--- src/rtl/im_fetch_ctrl.sv ---
// Instruction-fetch sequencer for the 16-bit core.
// Drives the instruction memory address/read-enable, buffers returned words
// in a 2-entry queue ahead of decode, and handles redirects, HALT detection
// and PC wrap-around.
module im_fetch_ctrl #(
  parameter int                ADDR_W      = 16,
  parameter int                DATA_W      = 16,
  parameter logic [ADDR_W-1:0] RESET_PC    = '0,
  parameter logic [3:0]        HALT_OPCODE = 4'hF
) (
  input  logic              clk,
  input  logic              rst_n,
  input  logic              redirect,
  input  logic [ADDR_W-1:0] redirect_pc,
  input  logic              id_ready,
  input  logic [DATA_W-1:0] im_instr,
  output logic [ADDR_W-1:0] im_addr,
  output logic              im_rd_en,
  output logic              if_valid,
  output logic [DATA_W-1:0] if_instr,
  output logic [ADDR_W-1:0] if_pc,
  output logic [ADDR_W-1:0] if_pc_plus1,
  output logic              halted
);

  typedef enum logic [1:0] {
    ST_INIT,
    ST_FETCH,
    ST_HALT
  } state_t;

  state_t            state;
  state_t            state_nxt;
  logic [ADDR_W-1:0] fetch_pc;
  logic [1:0]        count;

  // Queue storage: entry 0 is the head presented to decode.
  logic [DATA_W-1:0] q_instr0;
  logic [DATA_W-1:0] q_instr1;
  logic [ADDR_W-1:0] q_pc0;
  logic [ADDR_W-1:0] q_pc1;

  logic pop;
  logic push;
  logic halt_word;

  assign halt_word = (im_instr[DATA_W-1 -: 4] == HALT_OPCODE);

  // Next-state and read-enable decode; a redirect suppresses the request and
  // forces FETCH so the new target is requested on the following cycle.
  always_comb begin
    state_nxt = state;
    im_rd_en  = 1'b0;
    pop       = (count != 2'd0) && id_ready && !redirect;
    case (state)
      ST_INIT: begin
        state_nxt = ST_FETCH;
      end
      ST_FETCH: begin
        im_rd_en = !redirect && ((count < 2'd2) || pop);
        if (im_rd_en && halt_word) begin
          state_nxt = ST_HALT;
        end
      end
      ST_HALT: begin
        state_nxt = ST_HALT;
      end
      default: begin
        state_nxt = ST_INIT;
      end
    endcase
    if (redirect) begin
      state_nxt = ST_FETCH;
    end
  end

  assign push = im_rd_en;

  // FSM state register.
  always_ff @(posedge clk) begin
    if (!rst_n) begin
      state <= ST_INIT;
    end else begin
      state <= state_nxt;
    end
  end

  // Fetch PC and queue bookkeeping; redirect flushes and discards any
  // same-cycle push or pop, and an empty queue keeps its last head fields.
  always_ff @(posedge clk) begin
    if (!rst_n) begin
      fetch_pc <= RESET_PC;
      count    <= 2'd0;
      q_instr0 <= '0;
      q_instr1 <= '0;
      q_pc0    <= '0;
      q_pc1    <= '0;
    end else if (redirect) begin
      fetch_pc <= redirect_pc;
      count    <= 2'd0;
    end else begin
      if (push) begin
        fetch_pc <= fetch_pc + ADDR_W'(1);
      end
      case ({push, pop})
        2'b11: begin
          if (count == 2'd1) begin
            q_instr0 <= im_instr;
            q_pc0    <= fetch_pc;
          end else begin
            q_instr0 <= q_instr1;
            q_pc0    <= q_pc1;
            q_instr1 <= im_instr;
            q_pc1    <= fetch_pc;
          end
        end
        2'b10: begin
          if (count == 2'd0) begin
            q_instr0 <= im_instr;
            q_pc0    <= fetch_pc;
          end else begin
            q_instr1 <= im_instr;
            q_pc1    <= fetch_pc;
          end
          count <= count + 2'd1;
        end
        2'b01: begin
          if (count == 2'd2) begin
            q_instr0 <= q_instr1;
            q_pc0    <= q_pc1;
          end
          count <= count - 2'd1;
        end
        default: begin
          count <= count;
        end
      endcase
    end
  end

  assign im_addr     = fetch_pc;
  assign if_valid    = (count != 2'd0);
  assign if_instr    = q_instr0;
  assign if_pc       = q_pc0;
  assign if_pc_plus1 = q_pc0 + ADDR_W'(1);
  assign halted      = (state == ST_HALT) && (count == 2'd0);

endmodule

--- config.mk ---
export PLATFORM = sky130hd
export DESIGN_NAME = im_fetch_ctrl
export DESIGN_NICKNAME = d
export VERILOG_FILES = /design/src/rtl/im_fetch_ctrl.sv
export SDC_FILE = /design/constraint.sdc
export NUM_CORES = 1
export LEC_CHECK = 0
export BUFFER_PORTS_ARGS = -buffer_cell sky130_fd_sc_hd__buf_2
export CORE_MARGIN = 2
export CORE_UTILIZATION = 59
export DETAILED_ROUTE_END_ITERATION = 8
export PLACE_DENSITY = 0.82
export SYNTH_ARGS = -nofsm -noshare
export SYNTH_HDL_FRONTEND = slang
export SYNTH_SLANG_ARGS = --single-unit
--- constraint.sdc ---
create_clock -name clk -period 8.06 [get_ports clk]
set_clock_uncertainty 0.05 [all_clocks]
set_input_delay 1.612 -clock clk [delete_from_list [all_inputs] [get_ports clk]]
set_output_delay 1.612 -clock clk [all_outputs]
set_load 0.05 [all_outputs]
==> flow_metrics.env <==
export IMPL_grt_pass1_vias=3949
export IMPL_clock_fmax_mhz=226
export IMPL_min_from="if_instr[1]$_SDFFE_PN0P_"
export IMPL_grt_use_total_pct=26.5
export IMPL_seq_area_frac_synth_pct=36.4
export IMPL_r2r_slack_ns=4.50
export IMPL_cts_path_max_buffers=2
export IMPL_hold_slack_ns=0.405
export IMPL_period_share_pct=54.8
export IMPL_cts_inserted_buffers=9
export IMPL_syn_inst=520
export IMPL_maxSlewHeadroom_pct=21.5
export IMPL_r2r_end="if_pc[11]$_SDFFE_PN0P_"
export IMPL_synth_top_area_cell="dfxtp_1"
export IMPL_ys_seq_elements=84
export IMPL_rows=32
export IMPL_cts_max_level=3
export IMPL_remaining_drc_errors=0
export IMPL_finalNonFillerCells=694
export IMPL_hold_buffers=0
export IMPL_dr_pass1_iters=4
export IMPL_drtIter0Drc=240
export IMPL_io_pins=103
export IMPL_arrival_ns=2.76
export IMPL_die_area_um2=8550
export IMPL_vias=4372
export IMPL_dp_hpwl_um=7470
export IMPL_crit_path_end_kind="output pin"
export IMPL_insertion_delay_ns=0.35
export IMPL_hp_class="reg2reg"
export IMPL_die_h_um=92.5
export IMPL_cp_required_ns=6.40
export IMPL_grt_overflow=0
export IMPL_hold_violations=0
export IMPL_min_period_ns=4.42
export IMPL_yosysWarnings=0
export IMPL_cp_start_kind="primary input"
export IMPL_yosys_top_cells_count="dfxtp_1 (84), mux2i_1 (65), nor2_1 (42)"
export IMPL_cts_tree="built"
export IMPL_synth_area_um2=4620
export IMPL_nNetsFinal=636
export IMPL_dp_cells=678
export IMPL_grt_max_degree=69
export IMPL_clk_pin_slew_worst_paths_ns=0.09
export IMPL_drt_wirelength_per_cell_um=16.7
export IMPL_worst_slew_pin_slew_ns=1.18
export IMPL_yosysUniqueCellTypes=45
export IMPL_worst_r2r_cell_count=9
export IMPL_cts_sinks=84
export IMPL_synth_area_per_cell_um2=8.88
export IMPL_postCtsSetupRepairBufs=0
export IMPL_utilization_pct=69.4
export IMPL_cts_root_buf="clkbuf_8"
export IMPL_status="finished, final reports clean"
export IMPL_start_util_pct=60.4
export IMPL_crit_type="in2out"
export IMPL_min_to="if_instr[1]$_SDFFE_PN0P_"
export IMPL_port_buffers=102
export IMPL_place_congestion=0.784
export IMPL_rsz0062_at_grt="no"
export IMPL_grt_pass1_wl_um=18600
export IMPL_die_w_um=92.5
export IMPL_cts_resized=0
export IMPL_finalSetupViolations=0
export IMPL_synthArstFlopShare_pct=0
export IMPL_power_density_nw_per_um2=182
export IMPL_coreArea_um2=7650
export IMPL_detail_route_antenna_nets=0
export IMPL_diodes=0
export IMPL_fillers=624
export IMPL_ys_flop_type="dfxtp_1"
export IMPL_vdd_ir_drop_max_uv=110
export IMPL_setup_slack_ns=3.64
export IMPL_via_per_inst=6.30
export IMPL_finalPower_uw=968
export IMPL_antenna_found_initial=0
export IMPL_tns_ns=0
export IMPL_synth_fp_nets=569
export IMPL_drt_wl_total_um=11600
export IMPL_syn2layout_area_growth_pct=14.9
export IMPL_r2r_start="count[1]$_SDFFE_PP0N_"
export IMPL_drive_gt1_share_pct=22.0
export IMPL_fin_area_um2=5310
export IMPL_yosys_top_cells_area="dfxtp_1 (36%), mux2i_1 (14%), a211o_1 (6.3%)"
export IMPL_dpl_cell_area_um2=5070
export IMPL_crit_fanout=23
export IMPL_yosysTopAreaCellShare_pct=36.4
export IMPL_synth_most_common_cell="dfxtp_1"
export IMPL_maxCapViolCount=0
export IMPL_drv_slew=0
export IMPL_synth_edf_count=0
export IMPL_dp_slack_ns=3.40
export IMPL_p_leak_nw=2.03
export IMPL_worstHoldPathCells=2
-- critical path: stages --
cell,delay [ns]
buf_2,0.24
nand2b_1,0.24
a21oi_2,0.32
buf_2,0.34
-- layout by cell type (no fill, tap or decap), types with 3 or more instances in the layout --
cell and count:
inv_1 13, a311oi_1 5, a211oi_1 8, clkbuf_8 11, a31oi_1 5, nand4_1 4
a221oi_1 32, ha_1 11, a211o_1 33, nand3_1 10, nand2_1 40, and4_1 6
nor2b_1 5, nor3_1 9, mux2i_1 65, dfxtp_1 84, a21oi_1 38, and3_1 3
xor2_1 6, buf_2 102, nor2_1 42, xnor2_1 10, o21ai_0 17
-- power by group --
| part | total [mW] | leakage, nW | internal, mW | switching (mW) |
|---|---|---|---|---|
| clock network | 0.346 | 0.112 | 0.192 | 0.154 |
| registers | 0.452 | 0.683 | 0.430 | 0.0225 |
| logic | 0.169 | 1.24 | 0.0527 | 0.117 |
| total | 0.968 | 2.03 | 0.674 | 0.293 |
-- registers in the layout, indices dropped and copies added (netlist names) --
name / flops
if_instr: 16
if_pc: 16
im_addr: 16
q_instr1: 16
q_pc1: 16
count: 2
state: 2
-- final cells by class --
type                            count  area (µm²)  area share [%]
Clock buffer                       11         151            2.85
Clock inverter                      5        83.8            1.58
Multi-Input combinational cell    374        2680            50.6
Inverter                           14        52.6           0.990
Tap cell                          102         128            2.41
Sequential cell                    84        1680            31.7
Timing Repair Buffer              104         526            9.90
-- worst max-delay path by stage --
stage / startpoint / end / slack, ns / cells past startpoint
finish: redirect / im_rd_en / 3.64 / 4
global route: redirect / if_pc[2]$_SDFFE_PN0P_ / 3.46 / 8
CTS: redirect / im_rd_en / 3.66 / 4
detailed placement: redirect / if_instr[13]$_SDFFE_PN0P_ / 3.40 / 8
global placement: redirect / if_instr[13]$_SDFFE_PN0P_ / 3.46 / 8
floorplan: redirect / im_rd_en / 4.01 / 2
-- per-layer routing --
layer / vias to the layer above / global-route usage, % / part of all wire (%)
met1: 2121 / 31.8 / 42
met2: 166 / 47.4 / 50
met3: 22 / 3.91 / 5.9
li1: 2063 / - / -
met5: - / 0 / 0
met4: 0 / 10.8 / 2.3
-- cells by family after synthesis --
logic type / synth area share (%)
AO/OA/AOI/OAI: 23.2
AND/OR/NAND/NOR: 14.0
flip-flops: 36.4
multiplexers: 14.1
buffers and inverters: 5.77
XOR/XNOR: 3.03
adder cells (fa/ha/maj): 3.52
Power figures use the tool's default switching activity.
